### src/rtl/mips_pipe_pkg.sv
// Shared pipeline defaults and the register-update mode used by the forwarding mux register.
package mips_pipe_pkg;

  localparam int unsigned DATA_W    = 32;
  localparam int unsigned FWD_CNT_W = 16;

  typedef enum logic [1:0] {
    REG_LOAD  = 2'd0,
    REG_STALL = 2'd1,
    REG_FLUSH = 2'd2
  } reg_op_e;

  // Flush beats stall beats load.
  function automatic reg_op_e reg_op(input logic flush, input logic stall);
    reg_op_e op;
    if (flush)      op = REG_FLUSH;
    else if (stall) op = REG_STALL;
    else            op = REG_LOAD;
    return op;
  endfunction

endpackage

### src/rtl/mux_nin.sv
// Combinational N-way source select; out-of-range selects fall onto the last source.
module mux_nin #(
  parameter int unsigned WIDTH  = 32,
  parameter int unsigned NUM_IN = 4
) (
  input  logic [NUM_IN*WIDTH-1:0]     in_bus,
  input  logic [$clog2(NUM_IN)-1:0]   sel,
  output logic [WIDTH-1:0]            out
);

  localparam int unsigned SEL_W = $clog2(NUM_IN);

  // Last source is the default, which also covers every sel >= NUM_IN.
  always_comb begin
    out = in_bus[(NUM_IN-1)*WIDTH +: WIDTH];
    for (int k = 0; k < int'(NUM_IN) - 1; k++) begin
      if (sel == SEL_W'(k)) out = in_bus[k*WIDTH +: WIDTH];
    end
  end

endmodule

### src/rtl/fwd_mux_reg.sv
// Registered forwarding mux with flush/stall priority, sticky select error and saturating use count.
module fwd_mux_reg
  import mips_pipe_pkg::*;
#(
  parameter int unsigned WIDTH  = DATA_W,
  parameter int unsigned NUM_IN = 4,
  parameter int unsigned SEL_W  = $clog2(NUM_IN),
  parameter int unsigned CNT_W  = FWD_CNT_W
) (
  input  logic                    clk,
  input  logic                    rst_n,
  input  logic [NUM_IN*WIDTH-1:0] in_bus,
  input  logic [SEL_W-1:0]        sel,
  input  logic                    in_valid,
  input  logic                    stall,
  input  logic                    flush,
  input  logic                    err_clr,
  output logic [WIDTH-1:0]        out,
  output logic                    out_valid,
  output logic                    sel_err,
  output logic [CNT_W-1:0]        fwd_cnt
);

  logic [WIDTH-1:0] mux_out_c;
  logic             sel_oob_c;
  logic             accept_c;
  reg_op_e          op_c;

  logic [WIDTH-1:0] out_d;
  logic             out_valid_d;
  logic             sel_err_d;
  logic [CNT_W-1:0] fwd_cnt_d;

  mux_nin #(
    .WIDTH  (WIDTH),
    .NUM_IN (NUM_IN)
  ) u_mux (
    .in_bus (in_bus),
    .sel    (sel),
    .out    (mux_out_c)
  );

  // A full power-of-two select range has no out-of-range codes.
  if ((1 << SEL_W) == NUM_IN) begin : g_sel_full
    assign sel_oob_c = 1'b0;
  end else begin : g_sel_partial
    assign sel_oob_c = (sel >= SEL_W'(NUM_IN));
  end

  assign op_c     = reg_op(flush, stall);
  assign accept_c = (op_c == REG_LOAD) && in_valid;

  // Next-state selection; err_clr acts regardless of mode but loses to a same-edge set.
  always_comb begin
    out_d       = out;
    out_valid_d = out_valid;
    sel_err_d   = sel_err;
    fwd_cnt_d   = fwd_cnt;

    case (op_c)
      REG_FLUSH: begin
        out_d       = '0;
        out_valid_d = 1'b0;
      end
      REG_LOAD: begin
        out_d       = mux_out_c;
        out_valid_d = in_valid;
      end
      default: ;
    endcase

    if (accept_c && (sel != '0) && (fwd_cnt != '1)) fwd_cnt_d = fwd_cnt + CNT_W'(1);

    if (err_clr)               sel_err_d = 1'b0;
    if (accept_c && sel_oob_c) sel_err_d = 1'b1;
  end

  always_ff @(posedge clk or negedge rst_n) begin
    if (!rst_n) begin
      out       <= '0;
      out_valid <= 1'b0;
      sel_err   <= 1'b0;
      fwd_cnt   <= '0;
    end else begin
      out       <= out_d;
      out_valid <= out_valid_d;
      sel_err   <= sel_err_d;
      fwd_cnt   <= fwd_cnt_d;
    end
  end

endmodule

### config.mk
export PLATFORM = sky130hd
export DESIGN_NAME = fwd_mux_reg
export DESIGN_NICKNAME = d
export VERILOG_FILES = /design/src/rtl/mips_pipe_pkg.sv /design/src/rtl/mux_nin.sv /design/src/rtl/fwd_mux_reg.sv
export SDC_FILE = /design/constraint.sdc
export NUM_CORES = 1
export LEC_CHECK = 0
export ABC_AREA = 1
export CAP_MARGIN = 20
export CORE_MARGIN = 4
export CORE_UTILIZATION = 38
export CTS_CLUSTER_SIZE = 20
export DETAILED_ROUTE_END_ITERATION = 7
export PLACE_DENSITY = 0.82
export RECOVER_POWER = 25
export SETUP_SLACK_MARGIN = 0.3
export SYNTH_ARGS = -nofsm -noshare
export SYNTH_HDL_FRONTEND = slang
export SYNTH_SLANG_ARGS = --single-unit
### constraint.sdc
create_clock -name clk -period 2.1 [get_ports clk]
set_input_delay 0.42 -clock clk [delete_from_list [all_inputs] [get_ports clk]]
set_output_delay 0.42 -clock clk [all_outputs]
set_load 0.01 [all_outputs]
==> impl_results.md <==
* Initial Util at 39.0%
* Slew margin rel. at 18.7%
* Synth area leader: dfrtp_1
* All-Layer GR Usage at 22.7%
* P&R area growth vs syn at 69.5%
* I/O Pins at 186
* Ys async rst share at 100%
* Worst path cell trace: clkdlybuf4s50_1
* First-pass iteration count of the detailed router at 4
* ANT nets after route at 0
* Area of the core at 7730 um2
* Slowest cell on crit path: clkdlybuf4s50_1
* Share of Yosys cell area claimed by the top area cell type at 40.7%
* Root Driver: clkbuf_8
* Total die area at 9420 um2
* Worst-margin pin slew at 1220 ps
* Synth top area cells: dfrtp_1 (41%), nand2_1 (23%), o211ai_1 (8.0%), nand3_1 (7.8%), o21ai_0 (6.1%)
* Hold crit path type: primary input to asynchronous set/reset pin
* Post-CTS setup buffer count at 0
* Vias per cell at 5.03
* First-pass GRT wire length at 17700 um
* Fill cells at 668
* Vias in the first global route at 3714
* Min Hold Slack at 419 ps
* Die Ht at 97.1 um
* WP data arrival at 1340 ps
* DRC at 0
* Post-CTS Hold Buffers at 0
* Multi-input gate area at 1620 um2
* Max rail drop VDD at 0.000283 V
* Syn_area_per_cell at 6.92 um2
* IO buf count at 183
* Required time worst endpoint at 1680 ps
* CTS H-tree depth at 2
* Pin count of the biggest net entering global routing at 50
* Run status: completed
* RSZ-0062 raised after global routing: no
* Cell Area, Synth at 3020 um2
* Final period utilization at 83.6%
* YS warnings at 0
* CP Launch Type: register
* Worst-case reg-to-reg path depth at 8
* Crit path max fanout at 5
* Placement Setup Slack at 220 ps
* Cells after synthesis at 436
* Total power divided by cell area at 555 nW/um2
* Top FF cell, synth: dfrtp_1
* Fin Setup TNS at 0 ps
* Wirelength per Cell at 14.8 um
* Final HPWL DP at 8350 um
* Fin. max-slew vios at 0
* Placer Congestion at 0.896
* Fmax at 0.569 GHz
* Final setup vio count at 0
* Via count at 3614
* DRT Wirelength at 10600 um
* Clk_lat worst skew at 310 ps
* Post-synth EDFFs at 0
* Initial antenna violation count at 0
* Reg-to-reg setup timing slack at 530 ps
* Cts bufs inserted at 5
* Pwr Total at 2.83 mW
* N_diodes at 0
* Synth Register Bits at 49
* Part of the Yosys area used for sequential elements at 40.7%
* Layout Nets at 752
* TritonCTS clock tree: done
* Fin worst setup slack at 344 ps
* Yosys cell types at 23
* Crit path time final at 1760 ps
* Syn nets at 573
* Critical Path End Type: output port
* Clock sink count at 49
* Row cnt at 32
* Clock Skew at 8.50 ps
* Fin area at 5110 um2
* Worst path max stage delay at 580 ps
* Remaining global-route overflow at 0
* Share of cells above drive strength 1 at 5.68%
* Cell family with most CP delay: buffers and inverters
* Crit. path cell count at 1
* Worst-path clk slew at 100 ps
* DRT iter0 DRCs at 100
* Chip width at 97.1 um
* P_leak at 2.24 nW
* CTS Buffer Depth at 2
* WP buf/inv at 1
* Hold Fails Final Rpt at 0
* Register area at 1230 um2
* DP Area at 4990 um2
* Critical path class: register to output port
* Maxcap violations at 0
metrics by stage:
stage          std cells  util [%]
2_1_floorplan        436         -
3_3_place_gp         710      64.6
3_5_place_dp         710      64.6
5_1_grt              718      66.1
6_report             718      66.1
4_1_cts              718      66.1
sequential cells by signal, summed over array words and instances, names as in the netlist:
register,cells
fwd_cnt,16
out,32
out_valid,1
worst reg2reg max path: cells and delay by family, from the launching register on:
| kind | cells | cell delay (ps) |
|---|---|---|
| AO/OA/AOI/OAI | 1 | 70 |
| adder cells (fa/ha/maj) | 1 | 230 |
| flip-flops | 1 | 440 |
| AND/OR/NAND/NOR | 6 | 710 |
synth_stat cells (3+ instances only):
library cell  count
dfrtp_1          49
clkbuf_1         18
o21ai_1           4
nand2_1         185
xor2_1            7
nor2_1           20
o211ai_1         32
buf_2             3
inv_1            16
nand3_1          47
nand4_1           4
o21ai_0          37
layout by cell type (no fill, tap or decap):
| master | Yosys | routed |
|---|---|---|
| buf_12 | 0 | 2 |
| buf_2 | 3 | 1 |
| buf_4 | 2 | 10 |
| bufinv_16 | 0 | 1 |
| clkbuf_2 | 0 | 1 |
| clkbuf_8 | 0 | 6 |
| clkdlybuf4s50_1 | 0 | 182 |
| clkinvlp_4 | 0 | 1 |
| conb_1 | 1 | 1 |
| dfrtp_1 | 49 | 46 |
| dfrtp_2 | 0 | 3 |
| ha_1 | 1 | 1 |
| inv_1 | 16 | 16 |
| inv_2 | 2 | 2 |
| nand2_1 | 185 | 185 |
| nand2_2 | 2 | 2 |
| nand2_4 | 1 | 1 |
| nand3_1 | 47 | 47 |
| nand3_2 | 1 | 1 |
| nand4_1 | 4 | 4 |
| nor2_1 | 20 | 18 |
| nor2_2 | 1 | 3 |
| nor2_4 | 1 | 1 |
| o211ai_1 | 32 | 32 |
| o21ai_0 | 37 | 37 |
| o21ai_1 | 4 | 4 |
| xnor2_1 | 1 | 1 |
| xor2_1 | 7 | 7 |
power breakdown:
part | switching [mW] | internal [mW] | total [mW]
sequential | 0.121 | 1.05 | 1.17
clock | 0.328 | 0.388 | 0.716
combinational | 0.402 | 0.542 | 0.944
total | 0.851 | 1.98 | 2.83
timing repair:
action,in CTS,in global routing
gates resized for setup,0,3
setup endpoints to repair,0,10
hold endpoints to repair,0,0
final cells by class:
type,count,area share [%]
well taps,102,2.50
clock buffers,6,1.62
multi-input cells,345,31.7
clock inverters,2,0.735
flip-flops and latches,49,24.1
inverters,18,1.32
repair buffers,196,38.1
final timing paths:
path,endpoint,start
min reg2reg,out[19],out[19]
max in group asynchronous,fwd_cnt[2],rst_n
max reg2reg,fwd_cnt[4],fwd_cnt[0]
min in group clk,out[19],out[19]
max,fwd_cnt[6],fwd_cnt[6]
min,out[29],rst_n
per-layer routing:
| layer | global-route usage (%) | vias to the layer above | share of wire [%] |
|---|---|---|---|
| li1 | - | 1797 | - |
| met1 | 26.1 | 1660 | 38 |
| met2 | 40.7 | 136 | 51 |
| met3 | 6.32 | 21 | 7.9 |
| met4 | 7.02 | 0 | 2.5 |
| met5 | 0 | - | 0 |
kinds of logic (layout without fill, tap and decap cells):
logic type / after synthesis / in the layout / share of synthesized area [%]
flops: 49 / 49 / 40.7
fa+ha+maj: 1 / 1 / 0.415
compound gates: 73 / 73 / 14.8
xor+xnor: 8 / 8 / 2.32
buf+inv: 42 / 222 / 5.85
simple gates: 262 / 262 / 35.9
other cells: 1 / 1 / 0.124
Note: power is estimated with default switching activity, not from simulation.
